==> src/rtl/out_module_display_if.sv <==
// rtl/out_module_display_if.sv - strobe/data request and display/status bundle for out_module_display
interface out_module_display_if #(
  parameter int DIGITS = 8
);
  logic                  Out_Signal;
  logic [31:0]           DataIn;
  logic [7*DIGITS-1:0]   Segments;
  logic                  Busy;
  logic                  Done;

  // Requester side: issues strobes with data, observes displays and status
  modport master (
    output Out_Signal,
    output DataIn,
    input  Segments,
    input  Busy,
    input  Done
  );

  // Display peripheral side
  modport slave (
    input  Out_Signal,
    input  DataIn,
    output Segments,
    output Busy,
    output Done
  );
endinterface

==> src/rtl/out_module_display.sv <==
// rtl/out_module_display.sv - 32-bit binary to decimal 7-segment output peripheral with one-deep pending buffer
module out_module_display #(
  parameter int DIGITS      = 8,
  parameter int BLANK_ZEROS = 1
) (
  input  logic                  clock,
  input  logic                  reset,
  out_module_display_if.slave   bus
);

  typedef enum logic [1:0] {
    IDLE = 2'd0,
    CONV = 2'd1,
    LOAD = 2'd2
  } state_t;

  state_t               state;
  state_t               state_next;

  logic [31:0]          shift_reg;
  logic [39:0]          bcd;
  logic [39:0]          bcd_adj;
  logic [4:0]           count;
  logic [31:0]          pending_data;
  logic                 pending_valid;
  logic [7*DIGITS-1:0]  seg_reg;
  logic [7*DIGITS-1:0]  seg_next;
  logic                 done_reg;
  logic                 overflow;
  logic [3:0]           msd;

  // Active-low 7-segment pattern {g,f,e,d,c,b,a} for one BCD digit
  function automatic logic [6:0] seg_code(input logic [3:0] d);
    logic [6:0] s;
    case (d)
      4'd0:    s = 7'b1000000;
      4'd1:    s = 7'b1111001;
      4'd2:    s = 7'b0100100;
      4'd3:    s = 7'b0110000;
      4'd4:    s = 7'b0011001;
      4'd5:    s = 7'b0010010;
      4'd6:    s = 7'b0000010;
      4'd7:    s = 7'b1111000;
      4'd8:    s = 7'b0000000;
      4'd9:    s = 7'b0010000;
      default: s = 7'b1111111;
    endcase
    return s;
  endfunction

  // State register
  always_ff @(posedge clock or posedge reset) begin
    if (reset) begin
      state <= IDLE;
    end else begin
      state <= state_next;
    end
  end

  // Next-state: 32 double-dabble iterations, then one display-load cycle that may chain straight into the next value
  always_comb begin
    state_next = state;
    case (state)
      IDLE: if (bus.Out_Signal) state_next = CONV;
      CONV: if (count == 5'd31) state_next = LOAD;
      LOAD: begin
        if (pending_valid || bus.Out_Signal) state_next = CONV;
        else                                 state_next = IDLE;
      end
      default: state_next = IDLE;
    endcase
  end

  // Double-dabble correction: every BCD digit of 5 or more gets +3 before the shift
  always_comb begin
    bcd_adj = bcd;
    for (int k = 0; k < 10; k++) begin
      if (bcd[4*k +: 4] >= 4'd5) bcd_adj[4*k +: 4] = bcd[4*k +: 4] + 4'd3;
    end
  end

  // Display image from the finished BCD: dashes on overflow, leading zeros optionally blanked
  always_comb begin
    seg_next = '1;
    overflow = 1'b0;
    msd      = 4'd0;
    for (int k = 0; k < 10; k++) begin
      if (bcd[4*k +: 4] != 4'd0) begin
        if (k >= DIGITS) overflow = 1'b1;
        else             msd      = 4'(k);
      end
    end
    for (int k = 0; k < DIGITS; k++) begin
      if (overflow)
        seg_next[7*k +: 7] = 7'b0111111;
      else if ((BLANK_ZEROS != 0) && (k > int'(msd)))
        seg_next[7*k +: 7] = 7'b1111111;
      else
        seg_next[7*k +: 7] = seg_code(bcd[4*k +: 4]);
    end
  end

  // Conversion datapath, pending buffer (last strobe wins) and display/Done registers
  always_ff @(posedge clock or posedge reset) begin
    if (reset) begin
      shift_reg     <= '0;
      bcd           <= '0;
      count         <= '0;
      pending_data  <= '0;
      pending_valid <= 1'b0;
      seg_reg       <= '1;
      done_reg      <= 1'b0;
    end else begin
      done_reg <= 1'b0;
      case (state)
        IDLE: begin
          if (bus.Out_Signal) begin
            shift_reg <= bus.DataIn;
            bcd       <= '0;
            count     <= '0;
          end
        end
        CONV: begin
          {bcd, shift_reg} <= {bcd_adj[38:0], shift_reg, 1'b0};
          count            <= count + 5'd1;
          if (bus.Out_Signal) begin
            pending_data  <= bus.DataIn;
            pending_valid <= 1'b1;
          end
        end
        LOAD: begin
          seg_reg  <= seg_next;
          done_reg <= 1'b1;
          bcd      <= '0;
          count    <= '0;
          if (pending_valid) begin
            // Buffered value starts now; a same-cycle strobe refills the buffer
            shift_reg     <= pending_data;
            pending_valid <= bus.Out_Signal;
            if (bus.Out_Signal) pending_data <= bus.DataIn;
          end else if (bus.Out_Signal) begin
            shift_reg <= bus.DataIn;
          end
        end
        default: ;
      endcase
    end
  end

  assign bus.Segments = seg_reg;
  assign bus.Done     = done_reg;
  assign bus.Busy     = (state != IDLE);

endmodule

==> src/flat_wrapper.sv <==
// flat-port wrapper written by rule: the top's interface ports become plain ports
module out_module_display_flat 
#(
  parameter int DIGITS      = 8,
  parameter int BLANK_ZEROS = 1
)
  (clock, reset, bus_Out_Signal, bus_DataIn, bus_Segments, bus_Busy, bus_Done);
  out_module_display_if #(.DIGITS(DIGITS)) bus_i ();
  input  logic clock;
  input  logic reset;
  input wire logic [$bits(bus_i.Out_Signal)-1:0] bus_Out_Signal;
  input wire logic [$bits(bus_i.DataIn)-1:0] bus_DataIn;
  output wire logic [$bits(bus_i.Segments)-1:0] bus_Segments;
  output wire logic [$bits(bus_i.Busy)-1:0] bus_Busy;
  output wire logic [$bits(bus_i.Done)-1:0] bus_Done;
  assign bus_i.Out_Signal = bus_Out_Signal;
  assign bus_i.DataIn = bus_DataIn;
  assign bus_Segments = bus_i.Segments;
  assign bus_Busy = bus_i.Busy;
  assign bus_Done = bus_i.Done;
  out_module_display #(.DIGITS(DIGITS), .BLANK_ZEROS(BLANK_ZEROS)) u_core (.clock(clock), .reset(reset), .bus(bus_i));
endmodule
==> config.mk <==
export PLATFORM = sky130hd
export DESIGN_NAME = out_module_display_flat
export DESIGN_NICKNAME = d
export VERILOG_FILES = /design/src/rtl/out_module_display_if.sv /design/src/rtl/out_module_display.sv /design/src/flat_wrapper.sv
export SDC_FILE = /design/constraint.sdc
export NUM_CORES = 1
export LEC_CHECK = 0
export CAP_MARGIN = 20
export CORE_MARGIN = 2
export CORE_UTILIZATION = 50
export CTS_CLUSTER_DIAMETER = 30
export DETAILED_ROUTE_END_ITERATION = 12
export PLACE_DENSITY = 0.83
export SYNTH_ARGS = -nofsm -noshare
export SYNTH_HDL_FRONTEND = slang
export SYNTH_SLANG_ARGS = --single-unit
==> constraint.sdc <==
create_clock -name clock -period 6.1 [get_ports clock]
set_clock_uncertainty 0.1 [all_clocks]
set_input_delay 1.83 -clock clock [delete_from_list [all_inputs] [get_ports clock]]
set_output_delay 1.83 -clock clock [all_outputs]
set_load 0.01 [all_outputs]
* Word level (Yosys, flattened, before mapping) *
Memories as Yosys holds them, arrays and structs flattened.
Cells that the tools add are included.
W data, S select, Z words.

storage, ports and cells
  register bits after elaboration = 169
  bits in read-only memories = 896
  input bits = 35
  output and inout bits = 58
  word-level logic and storage cells = 121
  memories kept = 8

cells by class
  add/sub/neg operators = 11
  magnitude comparators = 17
  eq/ne operators = 7
  multiplexer cells = 52
  reduce and logical (&&, ||, !) cells = 18

memory list
  name             words  width  rd ports  clocked after memory_dff  wr ports  RTL line                  RTL
  (no name shown)  16     7      1         0                         0         out_module_display.sv:35  case (d)
  (no name shown)  16     7      1         0                         0         out_module_display.sv:35
  (no name shown)  16     7      1         0                         0         out_module_display.sv:35
  (no name shown)  16     7      1         0                         0         out_module_display.sv:35
  (no name shown)  16     7      1         0                         0         out_module_display.sv:35
  (no name shown)  16     7      1         0                         0         out_module_display.sv:35
  +2 memories      n/a    n/a    n/a       n/a                       n/a       n/a

operators with widths
  cell                   count
  $mux W32               4
  $pmux W40 S3           1
  $mux W7                15
  $pmux W32 S3           1
  $pmux W32 S2           1
  $ge A4 B3 Y1 const B   10
  $mux W40               1
  $add A4 B2 Y4 const B  9
  $mux W4                9
  $reduce_bool A4 Y1     9
  $mux W3                5
  $pmux W5 S3            1
  $gt A3 B3 Y1 const A   4
  $mux W2                4
  $reduce_and A2 Y1      4
  $mux W1                7
  $gt A2 B3 Y1 const A   2
  $pmux W2 S3            1
  $add A5 B1 Y5 const B  1
  $eq A5 B5 Y1 const B   1
  $mux W5                1
  $ne A2 B1 Y1 const B   2
  $ne A2 B2 Y1 const B   2
  $reduce_bool A2 Y1     2
  8 further kinds        8

* Logic depth before layout (Yosys ltp) *
  depth in word-level cells = 11
  mapped depth = 8
  gate-level depth less buffers = 6

* Least setup slack after synthesis *
No wires, ideal clock.

  path kind = input-to-reg
  start = in bus_Out_Signal
  end = reg u_core.bcd[35]
  library setup time = 121 ps
  data arrival time = 2744 ps
  slack = 3135 ps
  stages = 5
  path buffers = 1
  path through = nor2b_1 > nor2_1 > clkbuf_1 > a31o_2 > a22o_1

on the way
  word-level cells in the longest chain between the ends = 2

RTL lines
  item                         RTL line                   RTL
  start, declared              flat_wrapper.sv:11         input wire logic [$bits(bus_i.Out_Signal)-1:0] bus_Out_Signal;
  $ne A2 B2 Y1 (no line)       n/a
  $reduce_and A2 Y1 (no line)  n/a
  end signal, assigned         out_module_display.sv:124  {bcd, shift_reg} <= {bcd_adj[38:0], shift_reg, 1'b0};
  end, declared                out_module_display.sv:21   logic [39:0] bcd;

Every way passes these cells.
A chain may end at the register's enable or synchronous reset.

* Worst setup path after layout *
  start = reg u_core.state[0]
  end = out bus_Busy

on the way
  word-level cells in the longest chain between the ends = 1

RTL lines
  item                    RTL line                   RTL
  start, declared         out_module_display.sv:17   state_t state;
  start signal, assigned  out_module_display.sv:56   state <= state_next;
  $reduce_bool A2 Y1      out_module_display.sv:152  assign bus.Busy = (state != IDLE);
  end, declared           flat_wrapper.sv:14         output wire logic [$bits(bus_i.Busy)-1:0] bus_Busy;

Every way passes these cells.

==> qor_table.md <==
| Metric | This run | Unit |
|---|---|---|
| Post-CTS Hold Fix Bufs | 0 | - |
| Synth warnings | 0 | - |
| DR DRC count | 0 | - |
| Number of levels in the clock H-tree | 4 | - |
| Met2 track demand over resource | 0.352 | - |
| Placed cell count | 1146 | - |
| Number of global-route vias before repair | 6965 | - |
| Hold Path Origin | u_core.count[4]$_DFFE_PP0P_ | - |
| Clock latency reported for the late side of the worst-skew pair | 0.43 | ns |
| Die height | 139 | um |
| Time the final worst path needs with I/O delays and setup | 3.74 | ns |
| Critical Path RT | 4.17 | ns |
| Drt wl/cell | 18.0 | um |
| TritonCTS clock tree | yes | - |
| Number of buffers created by CTS | 17 | - |
| Detailed-route wire length | 21200 | um |
| Number of antenna diodes | 0 | - |
| Final worst-path setup slack | 2.36 | ns |
| Area share of the leading cell type in the synthesized netlist | 0.310 | - |
| Synth async-reset ratio | 1.00 | - |
| DR pass1 iterations | 7 | - |
| Number of unique standard cell types used by synthesis | 59 | - |
| Synth Net Count | 966 | - |
| Weighted congestion reported at the end of routability-driven placement | 0.903 | - |
| Syn Std Cell Area | 0.00913 | mm^2 |
| DRT antenna net count | 0 | - |
| Setup crit start kind | flop | - |
| Slowest-stage cell, CP | clkdlybuf4s50_1 | - |
| Global-route wire length before repair | 35100 | um |
| Area of the die | 0.0194 | mm^2 |
| Vias post-DR | 7140 | - |
| Maximum cell stage delay along the critical path | 0.58 | ns |
| Chip width | 139 | um |
| Synth top area cells | dfrtp_1 31%, dfstp_2 16%, ha_1 7.5%, mux2_2 5.4%, a21oi_1 3.8% | - |
| Largest fanout on the critical path | 4 | - |
| Leakage power summed over all cells | 4.56 | nW |
| Peak supply drop | 0.000223 | V |
| Global-route track usage on met3 | 0.0421 | - |
| Source of the worst register-to-register timing path | u_core.state[0]$_DFFE_PP0P_ | - |
| Final setup violation count | 0 | - |
| Slew Limit Fails | 0 | - |
| Met1 global-route usage | 0.305 | - |
| Max-Cap Viols | 0 | - |
| Relative slew margins | 0.482 | - |
| Clock transition at the registers of the reported paths | 0.06 | ns |
| Worst-margin pin slew | 0.777 | ns |
| Number of nets in the layout | 1029 | - |
| TNS Setup | 0 | ns |
| Most Crowded Layer GR | met2 | - |
| Number of cells traversed by the worst hold path | 2 | - |
| Number of placed I/O pins | 93 | - |
| RSZ-0062 raised after global routing | false | - |
| Post-synthesis instance total | 876 | - |
| Vias per std cell | 6.05 | - |
| GRT Overall Usage | 0.220 | - |
| PortBufs | 92 | - |
| Main flop type after synthesis | dfrtp_1 | - |
| Count of clock tree sinks | 169 | - |
| Seq cells post-synth | 169 | - |
| Clk root buf | clkbuf_16 | - |
| Setup CP Type | flop to output port | - |
| Worst Setup End Kind | output port | - |
| Cell-by-cell trace of the critical path | inv_1 -> ha_1 -> inv_1 -> clkdlybuf4s50_1 | - |
| Post-route clock period utilization | 0.613 | - |
| Hpwl dp | 13600 | um |
| Fraction of layout instances using a drive strength above 1 | 0.171 | - |
| Core Area | 0.0180 | mm^2 |
| Logic depth of the worst register-to-register path | 8 | - |
| Arrival time of the worst setup path | 1.81 | ns |
| Maximum number of pins on one net before global-route repair | 95 | - |
| Initial antenna violation count | 0 | - |
| Number of design-rule violations left by the first detailed-router iteration | 615 | - |
| Worst setup timing slack at the placement stage | 1.90 | ns |
| Worst min-delay path class | flop to flop | - |
| Dominant cell type by area after synthesis | dfrtp_1 | - |
| Number of synthesized flops with an enable pin | 0 | - |
| Number of buffers on the longest clock path | 2 | - |
| Buffers inserted by post-CTS timing repair | 0 | - |
| Power density cells | 311 | mW/mm^2 |
| Congestion Overflow GR | 0 | - |
| Critical path's most frequent cell | inv_1 | - |
| Share of the yosys chip area belonging to registers | 0.471 | - |
| Post-layout instance count excluding filler cells | 1181 | - |
| Result of the run | complete, no violations | - |
| Fill cell instance count of the final layout | 1414 | - |
| Flip-flop count of the largest register after layout | 56 | - |
| Row Count | 49 | - |
| Initial cell density of the core | 0.508 | - |
| Area overhead of the layout relative to synthesis | 19.8 | % |
| CP Launch Point | u_core.state[0]$_DFFE_PP0P_ | - |
| Cells resized by post-CTS repair | 0 | - |
| Maximum operating frequency | 0.268 | GHz |
| Post-synthesis average cell area | 10.4 | um^2 |
| Total count of hold-check failures in the final report | 0 | - |
==> synth_stat cells, drive strengths merged (33+ instances only) <==
library cell	n
o2bb2ai	33
ha	55
clkbuf	50
o21ai	59
nor2	47
a21oi	70
dfstp	56
nand2	36
mux2	44
inv	43
dfrtp	113
a22o	36
==> layer usage <==
layer / routed length, um / part of all wire
met1: 9710 / 0.46
met2: 10300 / 0.48
met3: 896 / 0.042
met4: 354 / 0.017
met5: 0 / 0
==> cell type report <==
cell class	count	area (um^2)	share of cell area
clock buffer	21	460	0.0421
clock inverter	11	191	0.0175
inverter	43	165	0.0151
multi-input combinational	602	4440	0.406
sequential	169	4300	0.393
tap	229	287	0.0262
timing repair buffer	106	1090	0.0997
==> per-stage QoR <==
step                      total power [mW]  cell area, um^2   util  hold slack, ns
after floorplan                       2.00             9130      -           0.345
after global placement                2.16            10200  0.568           0.358
after detailed placement              2.19            10200  0.568           0.367
after CTS                             3.41            10900  0.605           0.381
after global routing                  3.59            10900  0.609           0.405
final                                 3.40            10900  0.609           0.381
==> critical path: cells and delay by family, from the launching register on <==
kind | cells | cell delay, ns
buffers and inverters | 3 | 0.75
adders and majority gates | 1 | 0.22
DFF | 1 | 0.41
==> where the power goes <==
group          switching [mW]  internal, mW
sequential              0.151          1.22
combinational           0.464         0.376
clock                   0.443         0.748
total                    1.06          2.35
==> layout by cell type, fill, tap and decap left out, types with 24 or more instances in the layout <==
cell               n
o21ai_0           58
a22oi_1           31
inv_1             42
dfrtp_1          113
dfstp_2           56
clkdlybuf4s50_1   92
nor2_1            45
o2bb2ai_1         33
a22o_1            36
nand2_1           36
o22ai_1           26
mux2_2            44
a21oi_1           70
ha_1              53
o22a_1            24
==> path summary, 6_finish.rpt <==
path | end | slack (ns)
min | u_core.count[4]$_DFFE_PP0P_ | 0.38
min reg2reg | u_core.count[4]$_DFFE_PP0P_ | 0.38
min in group asynchronous | u_core.bcd[2]$_DFFE_PP0P_ | 1.77
max in group asynchronous | u_core.bus.Segments[47]$_DFFE_PP1P_ | 3.63
max | bus_Busy | 2.36
max reg2reg | u_core.bus.Segments[47]$_DFFE_PP1P_ | 2.74
==> cells by family after synthesis <==
group / count (synthesis) / share of synthesized area
AOI/OAI and AO/OA: 322 / 0.241
DFF: 169 / 0.471
and+or+nand+nor: 162 / 0.0947
buffers and inverters: 105 / 0.0441
adders and majority gates: 55 / 0.0754
muxes: 51 / 0.0619
xor gates and xnor gates: 12 / 0.0115
No activity file was read; power rests on OpenSTA's default activity.
